[src/rtl/pipe_pkg.sv]
// pipe_pkg: shared pipeline widths, reset vector, fetch entry and fetch FSM state types
package pipe_pkg;
  localparam int PC_W = 30;
  localparam int INSTR_W = 32;
  localparam logic [PC_W-1:0] RESET_PC = 30'h0000C0D;
  typedef struct packed {
    logic [PC_W-1:0]    pc;
    logic [INSTR_W-1:0] instr;
  } fetch_entry_t;
  typedef enum logic {RUN, DRAIN} fetch_state_t;
endpackage

[src/rtl/fetch_unit_if.sv]
// fetch_unit_if: instruction-memory bus (req/addr/gnt out, rvalid/rdata back), master = fetch side
interface fetch_unit_if;
  import pipe_pkg::*;
  logic               req;
  logic [PC_W-1:0]    addr;
  logic               gnt;
  logic               rvalid;
  logic [INSTR_W-1:0] rdata;
  modport master(output req, addr, input gnt, rvalid, rdata);
  modport slave(input req, addr, output gnt, rvalid, rdata);
endinterface

[src/rtl/fetch_fifo.sv]
// fetch_fifo: DEPTH-entry fetch queue; i_push/i_pop/i_clear in, o_data head, o_count, o_empty out
module fetch_fifo
  import pipe_pkg::*;
#(
  parameter int DEPTH = 2
) (
  input  logic                     clk,
  input  logic                     rst,
  input  logic                     i_push,
  input  logic                     i_pop,
  input  logic                     i_clear,
  input  fetch_entry_t             i_data,
  output fetch_entry_t             o_data,
  output logic [$clog2(DEPTH):0]   o_count,
  output logic                     o_empty
);
  localparam int AW = $clog2(DEPTH);
  fetch_entry_t  r_mem [DEPTH];
  logic [AW-1:0] r_wp, r_rp;
  logic [AW:0]   r_cnt;
  assign o_data  = r_mem[r_rp];
  assign o_count = r_cnt;
  assign o_empty = r_cnt == '0;
  always_ff @(posedge clk) begin
    if (rst || i_clear) begin
      r_wp  <= '0;
      r_rp  <= '0;
      r_cnt <= '0;
    end else begin
      if (i_push) begin
        r_mem[r_wp] <= i_data;
        r_wp        <= r_wp + 1'b1;
      end
      if (i_pop) r_rp <= r_rp + 1'b1;
      r_cnt <= r_cnt + (AW+1)'(i_push) - (AW+1)'(i_pop);
    end
  end
endmodule

[src/rtl/fetch_unit.sv]
// fetch_unit: fetch PC, imem requests (imem master), in-order response queue, ID register (id_*_o)
module fetch_unit
  import pipe_pkg::*;
#(
  parameter int              DEPTH    = 2,
  parameter logic [PC_W-1:0] RESET_PC = pipe_pkg::RESET_PC
) (
  input  logic               clk,
  input  logic               rst,
  input  logic               stall_i,
  input  logic               redirect_i,
  input  logic [PC_W-1:0]    redirect_pc_i,
  fetch_unit_if.master       imem,
  output logic               id_valid_o,
  output logic [PC_W-1:0]    id_pc_o,
  output logic [PC_W-1:0]    id_pc_plus1_o,
  output logic [INSTR_W-1:0] id_instr_o
);
  localparam int CW = $clog2(DEPTH) + 2;
  fetch_state_t    r_state, w_state_n;
  logic [PC_W-1:0] r_fetch_pc, r_resp_pc, w_restart_pc;
  logic [CW-1:0]   r_out, r_drop, w_out_n, w_drop_n;
  logic [CW-2:0]   w_count;
  logic            r_rst_q, w_req, w_hs, w_flush, w_stale, w_push, w_pop, w_empty;
  fetch_entry_t    w_entry, w_head;
  // stale responses still owed (r_drop) also occupy request slots, so in-flight traffic stays bounded
  assign w_req = r_state == RUN && !redirect_i && !rst && !r_rst_q &&
                 ({1'b0, w_count} + r_out + r_drop) < CW'(DEPTH);
  assign imem.req      = w_req;
  assign imem.addr     = r_fetch_pc;
  assign w_hs          = w_req && imem.gnt;
  assign w_flush       = rst || redirect_i;
  assign w_restart_pc  = rst ? RESET_PC : redirect_pc_i;
  assign w_stale       = imem.rvalid && r_drop != '0;
  assign w_push        = imem.rvalid && r_drop == '0 && !w_flush;
  assign w_pop         = !w_empty && !stall_i && !w_flush;
  assign w_entry       = '{pc: r_resp_pc, instr: imem.rdata};
  assign id_pc_plus1_o = id_pc_o + 1'b1;
  fetch_fifo #(.DEPTH(DEPTH)) u_fifo (
    .clk(clk), .rst(rst), .i_push(w_push), .i_pop(w_pop), .i_clear(redirect_i),
    .i_data(w_entry), .o_data(w_head), .o_count(w_count), .o_empty(w_empty)
  );
  // reset and redirect both turn everything still in flight into responses to discard
  always_comb begin
    w_out_n   = w_flush ? '0 : r_out + CW'(w_hs) - CW'(w_push);
    w_drop_n  = w_flush ? r_out + r_drop - CW'(imem.rvalid) : r_drop - CW'(w_stale);
    w_state_n = redirect_i ? (w_drop_n != '0 ? DRAIN : RUN) :
                (r_state == DRAIN && w_drop_n == '0) ? RUN : r_state;
  end
  always_ff @(posedge clk) begin
    if (rst) r_state <= RUN;
    else r_state <= w_state_n;
  end
  always_ff @(posedge clk) begin
    r_rst_q <= rst;
    r_out   <= w_out_n;
    r_drop  <= w_drop_n;
    if (w_flush) begin
      r_fetch_pc <= w_restart_pc;
      r_resp_pc  <= w_restart_pc;
    end else begin
      if (w_hs) r_fetch_pc <= r_fetch_pc + 1'b1;
      if (w_push) r_resp_pc <= r_resp_pc + 1'b1;
    end
  end
  always_ff @(posedge clk) begin
    if (rst) begin
      id_valid_o <= 1'b0;
      id_pc_o    <= '0;
      id_instr_o <= '0;
    end else if (redirect_i) begin
      id_valid_o <= 1'b0;
    end else if (!stall_i) begin
      id_valid_o <= !w_empty;
      if (!w_empty) begin
        id_pc_o    <= w_head.pc;
        id_instr_o <= w_head.instr;
      end
    end
  end
endmodule

[src/flat_wrapper.sv]
// flat-port wrapper written by rule: the top's interface ports become plain ports
module fetch_unit_flat import pipe_pkg::*;
#(
  parameter int              DEPTH    = 2,
  parameter logic [PC_W-1:0] RESET_PC = pipe_pkg::RESET_PC
)
  (clk, rst, stall_i, redirect_i, redirect_pc_i, id_valid_o, id_pc_o, id_pc_plus1_o, id_instr_o, imem_req, imem_addr, imem_gnt, imem_rvalid, imem_rdata);
  fetch_unit_if imem_i ();
  input  logic clk;
  input  logic rst;
  input  logic stall_i;
  input  logic redirect_i;
  input  logic [PC_W-1:0] redirect_pc_i;
  output logic id_valid_o;
  output logic [PC_W-1:0] id_pc_o;
  output logic [PC_W-1:0] id_pc_plus1_o;
  output logic [INSTR_W-1:0] id_instr_o;
  output wire logic [$bits(imem_i.req)-1:0] imem_req;
  output wire logic [$bits(imem_i.addr)-1:0] imem_addr;
  input wire logic [$bits(imem_i.gnt)-1:0] imem_gnt;
  input wire logic [$bits(imem_i.rvalid)-1:0] imem_rvalid;
  input wire logic [$bits(imem_i.rdata)-1:0] imem_rdata;
  assign imem_req = imem_i.req;
  assign imem_addr = imem_i.addr;
  assign imem_i.gnt = imem_gnt;
  assign imem_i.rvalid = imem_rvalid;
  assign imem_i.rdata = imem_rdata;
  fetch_unit #(.DEPTH(DEPTH), .RESET_PC(RESET_PC)) u_core (.clk(clk), .rst(rst), .stall_i(stall_i), .redirect_i(redirect_i), .redirect_pc_i(redirect_pc_i), .imem(imem_i), .id_valid_o(id_valid_o), .id_pc_o(id_pc_o), .id_pc_plus1_o(id_pc_plus1_o), .id_instr_o(id_instr_o));
endmodule
[config.mk]
export PLATFORM = sky130hd
export DESIGN_NAME = fetch_unit_flat
export DESIGN_NICKNAME = d
export VERILOG_FILES = /design/src/rtl/pipe_pkg.sv /design/src/rtl/fetch_unit_if.sv /design/src/rtl/fetch_fifo.sv /design/src/rtl/fetch_unit.sv /design/src/flat_wrapper.sv
export SDC_FILE = /design/constraint.sdc
export NUM_CORES = 1
export LEC_CHECK = 0
export BUFFER_PORTS_ARGS = -buffer_cell sky130_fd_sc_hd__buf_4
export CAP_MARGIN = 20
export CORE_ASPECT_RATIO = 1.4
export CORE_MARGIN = 1.5
export CORE_UTILIZATION = 57
export CTS_CLUSTER_DIAMETER = 30
export DETAILED_ROUTE_END_ITERATION = 16
export PLACE_DENSITY = 0.81
export SKIP_CTS_REPAIR_TIMING = 1
export SYNTH_ARGS = -nofsm -noshare
export SYNTH_HDL_FRONTEND = slang
export SYNTH_SLANG_ARGS = --single-unit
export TNS_END_PERCENT = 50
[constraint.sdc]
create_clock -name clk -period 8.2 [get_ports clk]
set_clock_uncertainty 0.1 [all_clocks]
set_input_delay 0.41 -clock clk [delete_from_list [all_inputs] [get_ports clk]]
set_output_delay 0.41 -clock clk [all_outputs]
set_load 0.005 [all_outputs]
==> results of run 1 <==
[layer usage]
layer,up-vias,wire length (microns)
li1,4050,-
met1,4040,10500
met2,353,12900
met3,57,1640
met4,0,862
met5,-,0
[cells by family (layout without fill, tap and decap cells)]
group / after synthesis / after routing / share of synthesized area
simple gates: 298 / 298 / 0.142
xor+xnor: 60 / 60 / 0.0465
compound gates: 166 / 166 / 0.105
buf+inv: 84 / 329 / 0.0278
flops: 259 / 259 / 0.604
mux: 63 / 63 / 0.0542
fa+ha+maj: 17 / 17 / 0.0202
[per-stage QoR]
step | setup WS [ps] | cells | hold WS (ps) | cell area [sq um] | util
after floorplan | 2220 | 947 | 338 | 11600 | -
after global placement | 4950 | 1345 | 371 | 13200 | 0.665
after detailed placement | 4870 | 1345 | 375 | 13200 | 0.665
after CTS | 5060 | 1408 | -19.6 | 14500 | 0.726
after global routing | 4810 | 1444 | 46.6 | 14900 | 0.746
final | 5010 | 1444 | 53.4 | 14900 | 0.746
[worst max path at each step]
stage,depth (start not counted),to
final,11,u_core.r_out[2]
after global routing,11,u_core.r_out[2]
after CTS,11,u_core.r_out[2]
after detailed placement,11,u_core.r_out[2]
after global placement,11,u_core.r_out[2]
after floorplan,4,u_core.u_fifo.r_mem[0][0]
[registers in the layout (all words and copies together) (netlist names), 2 cells and up]
name and cells:
u_core.r_resp_pc 30, u_core.imem.addr 30, u_core.r_out 3, u_core.u_fifo.r_mem 124, u_core.u_fifo.o_count 2, u_core.id_pc_o 30, u_core.r_drop 3, u_core.id_instr_o 32
[worst max-delay path, stage by stage, from the launching register on]
cell and delay, ps:
dfxtp_1 460, fa_1 460, ha_1 300, or4_1 460, nor2_1 170, and2_1 160
ha_1 140, inv_1 50, fa_1 380, xor2_1 170, xnor2_1 180, nor2_1 60
[power by group through the flow]
stage               combinational [mW]  clock (mW)  sequential (mW)
floorplan                        0.157           0             1.56
global placement                 0.243           0             1.57
detailed placement               0.251           0             1.58
CTS                              0.255        1.57             1.55
global route                     0.301        1.62             1.56
finish                           0.268        1.55             1.56
[final cells by class]
class                   instances  area [sq um]  area share
flip-flops and latches        259          7030       0.473
multi-input cells             604          4290       0.289
repair buffers                233          1880       0.127
clock buffers                  42           976      0.0656
well taps                     252           315      0.0212
clock inverters                21           249      0.0167
inverters                      33           124     0.00833
[synthesized netlist by cell type, drive strengths merged (3+ instances only)]
cell and number:
a2111oi 4, a211oi 77, a21boi 14, a21o 3, a21oi 19, a311oi 11
a31o 4, a31oi 3, and2 9, and3 14, and4 24, buf 14
clkbuf 37, dfxtp 75, edfxtp 184, fa 3, ha 14, inv 32
mux2i 63, nand2 30, nand3 23, nand4 30, nor2 97, nor2b 12
nor3 33, nor3b 5, nor4 13, o21ai 5, o21bai 17, o31a 3
or2 4, xnor2 32, xor2 27
==> metrics.md, run 1 <==
| Metric | Value |
|---|---|
| 1st-pass router iterations | 5 |
| RR Startpoint | u_core.r_out[1] |
| CTS clock-pin slew for the worst setup and hold paths | 60 ps |
| Port bufs | 191 |
| RSZ-0062 raised after global routing | false |
| Finish-stage setup viols | 0 |
| Sequential power share | 0.461 |
| Synth warnings | 0 |
| DR WL/cell | 17.9 microns |
| Crit Path Max Fanout | 4 |
| Power Density | 227 nW/um^2 |
| Mapped cell area | 11600 sq um |
| Vias in the first global route | 7931 |
| Setup crit start kind | flip-flop |
| Met3 Use GR | 0.0399 |
| First-pass GRT wire length | 39.6 mm |
| Setup Crit Path Kind | reg2reg |
| Number of synthesized flops with an enable pin | 184 |
| Max Slew Vio Count | 0 |
| Peak VDD IR | 0.158 mV |
| Placer Congestion | 0.875 |
| Die ar. | 21300 sq um |
| Largest net degree at the start of global routing | 125 |
| Register area share after synthesis | 0.604 |
| Worst min path class | in2reg |
| Drt total wl | 25.8 mm |
| Clock share of power | 0.459 |
| Hold path depth | 2 |
| Final Hold Viols | 0 |
| All-Layer GR Usage | 0.235 |
| Die Wd | 124 microns |
| Max-cap violations | 0 |
| Layout Nets | 1252 |
| CTS sink cnt | 259 |
| Slew headroom | 0.425 |
| DR DRC count | 0 |
| I/O Pins | 192 |
| CTS root buf | clkbuf_16 |
| Setup TNS | 0 ps |
| Register-to-register setup slack | 5010 ps |
| Worst r2r path cells | 11 |
| Routed vias | 8500 |
| Synth Register Bits | 259 |
| Syn-to-layout area delta | 27.9% |
| Unique masters post-synth | 52 |
| Fill count | 1281 |
| Hold EP | u_core.id_valid_o |
| H-tree levels | 2 |
| Switch share | 0.235 |
| Combinational share of power | 0.079 |
| Num CTS Buffers | 36 |
| Worst EP required | 8480 ps |
| P_int | 2.58 mW |
| FF-to-FF End | u_core.r_out[2] |
| Synth top area share | 0.475 |
| Mapped Cells | 947 |
| GRT Max-Usage Layer | met2 |
| Overall power | 3.37 mW |
| Clk_lat worst skew | 500 ps |
| P_sw | 791 uW |
| Clock buffer depth | 3 |
| CTS tree | yes |
| Starting Density | 0.584 |
| Hold_sp | stall_i |
| Number of antenna violations at the first check in global routing | 0 |
| Final ANT Viol Nets | 0 |
| Worst Tran Pin Value | 863 ps |
| Commonest non-fill, non-tap cell in the layout | buf_4 |
| Post-detail-place hpwl | 16.0 mm |
| Most frequent cells in the layout | buf_4 (197), edfxtp_1 (184), nor2_1 (95) |
| Arrival @ worst endpoint | 3470 ps |
| Worst setup path start | u_core.r_out[1] |
| DR iter-0 viols | 564 |
| Outcome | finished, final reports clean |
| Ant diodes | 0 |
| Asr flop ratio synth | 0 |
| Layout cells sized above 1 | 0.237 |
| Post-Syn Area per Cell | 12.3 sq um |
| P_leak | 5.48 nW |
| Rows | 61 |
| Synth Flop Type | edfxtp_1 |
| Die span in y | 172 microns |
| Synth area leader | edfxtp_1 |
| Core ar. | 19900 sq um |
| Vias per inst | 5.89 |
| GRT Residual Overflow | 0 |
| Critical Path End Type | flip-flop |
| Final worst path period share | 0.389 |
| Ranking of synthesized cells by area | edfxtp_1 (48%), dfxtp_1 (13%), mux2i_1 (5.4%), a211oi_1 (5.0%), nor2_1 (3.1%) |
| GR Layer Usage met2 | 0.389 |
| Syn nets | 1032 |
| Min Clock Period, post-route | 3190 ps |
| M1 GR Usage | 0.303 |
| Highest clock rate | 314 MHz |
Power figures use the tool's default switching activity.
==> run 2: changes to the inputs <==
--- a/config.mk
+++ b/config.mk
@@ -5,6 +5,7 @@
 export SDC_FILE = /design/constraint.sdc
 export NUM_CORES = 1
 export LEC_CHECK = 0
+export ABC_AREA = 1
 export BUFFER_PORTS_ARGS = -buffer_cell sky130_fd_sc_hd__buf_4
 export CAP_MARGIN = 20
 export CORE_ASPECT_RATIO = 1.4
@@ -12,7 +13,7 @@
 export CORE_UTILIZATION = 57
 export CTS_CLUSTER_DIAMETER = 30
 export DETAILED_ROUTE_END_ITERATION = 16
-export PLACE_DENSITY = 0.81
+export PLACE_DENSITY = 0.8
 export SKIP_CTS_REPAIR_TIMING = 1
 export SYNTH_ARGS = -nofsm -noshare
 export SYNTH_HDL_FRONTEND = slang
==> constraint.sdc (replaced) <==
create_clock -name clk -period 3.1 [get_ports clk]
set_clock_uncertainty 0.1 [all_clocks]
set_input_delay 0.155 -clock clk [delete_from_list [all_inputs] [get_ports clk]]
set_output_delay 0.155 -clock clk [all_outputs]
set_load 0.005 [all_outputs]
==> run 2 against run 1 <==
Effect of this change: the flow now finishes with violations (hold timing); register-to-register slack worse by 4900 ps; global-route usage up 5.0 points; sequential power rose to 2.6 times the previous value; critical path type unchanged.
==> metrics.md, run 2 <==
| Metric | Value |
|---|---|
| I/O Pins | 192 |
| Mapped Cells | 1470 |
| Worst EP required | 3450 ps |
| Final ANT Viol Nets | 0 |
| Clk_lat worst skew | 520 ps |
| Post-Syn Area per Cell | 8.46 sq um |
| Cell Chain, Critical Path | fa_1 > ha_1 > or3_4 > nor2_4 > nand3_2 > inv_2 > ha_2 > inv_2 > fa_2 > xnor2_2 > or2_4 > a21oi_2 |
| Mapped cell area | 12400 sq um |
| Worst r2r path cells | 12 |
| Power Density | 591 nW/um^2 |
| Commonest non-fill, non-tap cell in the layout | nand2_1 |
| Syn-to-layout area delta | 30.1% |
| Failing checks | hold timing |
| DR iter-0 viols | 926 |
| Vias per inst | 5.44 |
| Fill count | 1447 |
| CTS root buf | clkbuf_16 |
| Register area share after synthesis | 0.565 |
| Switch share | 0.246 |
| Largest net degree at the start of global routing | 63 |
| First-pass GRT wire length | 50.9 mm |
| CTS sink cnt | 259 |
| All-Layer GR Usage | 0.285 |
| Number of synthesized flops with an enable pin | 184 |
| Sequential power share | 0.431 |
| Num CTS Buffers | 40 |
| Synth warnings | 0 |
| Unique masters post-synth | 33 |
| Layout Nets | 1821 |
| Largest registers | u_core.u_fifo.r_mem: 124 flops, u_core.id_instr_o: 32 flops |
| Vias in the first global route | 10500 |
| Critical path's slowest cell | fa_1 |
| Outcome | finished with violations |
| Slew headroom | 0.541 |
| Syn nets | 1555 |
| Number of antenna violations at the first check in global routing | 0 |
| Max reg flops | 124 |
| Setup Crit Path Kind | reg2reg |
| Crit-path most repeated cell | inv_2 |
| Final Hold Viols | 5 |
| Synth Flop Type | edfxtp_1 |
| GRT Residual Overflow | 0 |
| Worst path max stage delay | 550 ps |
| DR WL/cell | 16.9 microns |
| Setup TNS | 0 ps |
| Rows | 63 |
| Port bufs | 191 |
| Die ar. | 22700 sq um |
| Core ar. | 21300 sq um |
| P_sw | 2.35 mW |
| Setup crit start kind | flip-flop |
| Final WS setup | 63.4 ps |
| Hold path depth | 2 |
| Most instantiated cells after synthesis | nand2_1 (598), edfxtp_1 (184), nor2_1 (135) |
| Ranking of synthesized cells by area | edfxtp_1 (44%), nand2_1 (18%), dfxtp_1 (12%), nor2_1 (4.1%), nand3_1 (3.6%) |
| Worst min path class | in2reg |
| Placer Congestion | 0.968 |
| Min Clock Period, post-route | 3040 ps |
| P_leak | 6.70 nW |
| Synth area leader | edfxtp_1 |
| Peak VDD IR | 0.422 mV |
| Critical Path End Type | flip-flop |
| Placed insts | 1888 |
| Overall power | 9.56 mW |
| Register name with the most flops | u_core.u_fifo.r_mem |
| H-tree levels | 2 |
| Starting Density | 0.584 |
| Finish-stage setup viols | 0 |
| Combinational share of power | 0.087 |
| Asr flop ratio synth | 0 |
| Hold WS | -29.0 ps |
| Arrival @ worst endpoint | 3390 ps |
| Final worst path period share | 0.980 |
| DR DRC count | 0 |
| 1st-pass router iterations | 5 |
| Crit Path Max Fanout | 3 |
| Die Wd | 128 microns |
| Drt total wl | 34.2 mm |
| P_int | 7.21 mW |
| Clock buffer depth | 3 |
| Most frequent cells in the layout | nand2_1 (598), buf_4 (205), edfxtp_1 (184) |
| Die span in y | 178 microns |
| Max-cap violations | 0 |
| Count leader, synth | nand2_1 |
| Finished Layout Cells | 2026 |
| Synth top area share | 0.444 |
| Synth Register Bits | 259 |
| Layout cells sized above 1 | 0.182 |
| CTS tree | yes |
| Highest clock rate | 329 MHz |
| Post-detail-place hpwl | 21.6 mm |
| Clock share of power | 0.482 |
| Ant diodes | 0 |
| Routed vias | 11000 |
| CTS clock-pin slew for the worst setup and hold paths | 60 ps |
| Place WS | 132 ps |
| Worst Tran Pin Value | 688 ps |
| Max Slew Vio Count | 0 |
run 2: cell count changes after synthesis, sizes merged, moves of 25 or more:
cell | previous run | this run
a211oi | 77 | 0
nand4 | 30 | 5
nor2 | 97 | 155
nand2 | 30 | 600
o21ai | 5 | 47
mux2i | 63 | 0
inv | 32 | 109
nand3 | 23 | 91
a21oi | 19 | 75
run 2: worst max-delay path: cells and delay by family, from the launching register on:
family | cells | cell delay [ps]
flops | 1 | 350
fa+ha+maj | 4 | 1330
buf+inv | 2 | 100
simple gates | 4 | 840
compound gates | 1 | 110
xor+xnor | 1 | 150
run 2: final timing paths:
kind,slack (ps),to,startpoint
worst max-delay path,60,u_core.r_out[2],u_core.r_drop[1]
worst min-delay path,-30,u_core.r_resp_pc[0],redirect_i
worst max register to register,60,u_core.r_out[2],u_core.r_drop[1]
worst min register to register,360,u_core.id_valid_o,u_core.id_valid_o
run 2: cells by family (layout without fill, tap and decap cells):
group	count (synthesis)	in the layout	share of synthesized area
AO/OA/AOI/OAI	132	132	0.0544
XOR/XNOR	41	41	0.0289
adder cells (fa/ha/maj)	17	17	0.0189
buffers and inverters	157	453	0.0533
flip-flops	259	259	0.565
AND/OR/NAND/NOR	864	864	0.279
run 2: power groups by stage:
stage / clock (mW) / combinational, mW / sequential, mW
after global routing: 4.77 / 0.939 / 4.14
final: 4.61 / 0.832 / 4.12
after CTS: 4.63 / 0.743 / 4.10
after floorplan: 0 / 0.470 / 4.11
after detailed placement: 0 / 0.736 / 4.17
after global placement: 0 / 0.712 / 4.16
run 2: final cells by class:
| class | count | area (sq um) | share of cell area |
|---|---|---|---|
| multi-input combinational | 1054 | 4780 | 0.296 |
| clock buffer | 47 | 1060 | 0.0654 |
| sequential | 259 | 7040 | 0.435 |
| inverter | 109 | 412 | 0.0255 |
| clock inverter | 25 | 317 | 0.0196 |
| timing repair buffer | 272 | 2240 | 0.138 |
| tap | 260 | 325 | 0.0201 |
run 2: stage by stage:
stage | util | instance area [sq um] | hold slack [ps]
after global placement | 0.662 | 14100 | 241
after CTS | 0.727 | 15500 | -290
after detailed placement | 0.662 | 14100 | 243
final | 0.760 | 16200 | -29.0
after floorplan | - | 12400 | 82.7
after global routing | 0.760 | 16200 | 1.55
run 2: layer usage:
layer / up-vias / wire, microns / track usage
met4: 0 / 1770 / 0.168
met5: - / 0 / 0
met2: 526 / 17600 / 0.494
met1: 5061 / 12600 / 0.339
li1: 5312 / - / -
met3: 117 / 2220 / 0.0374
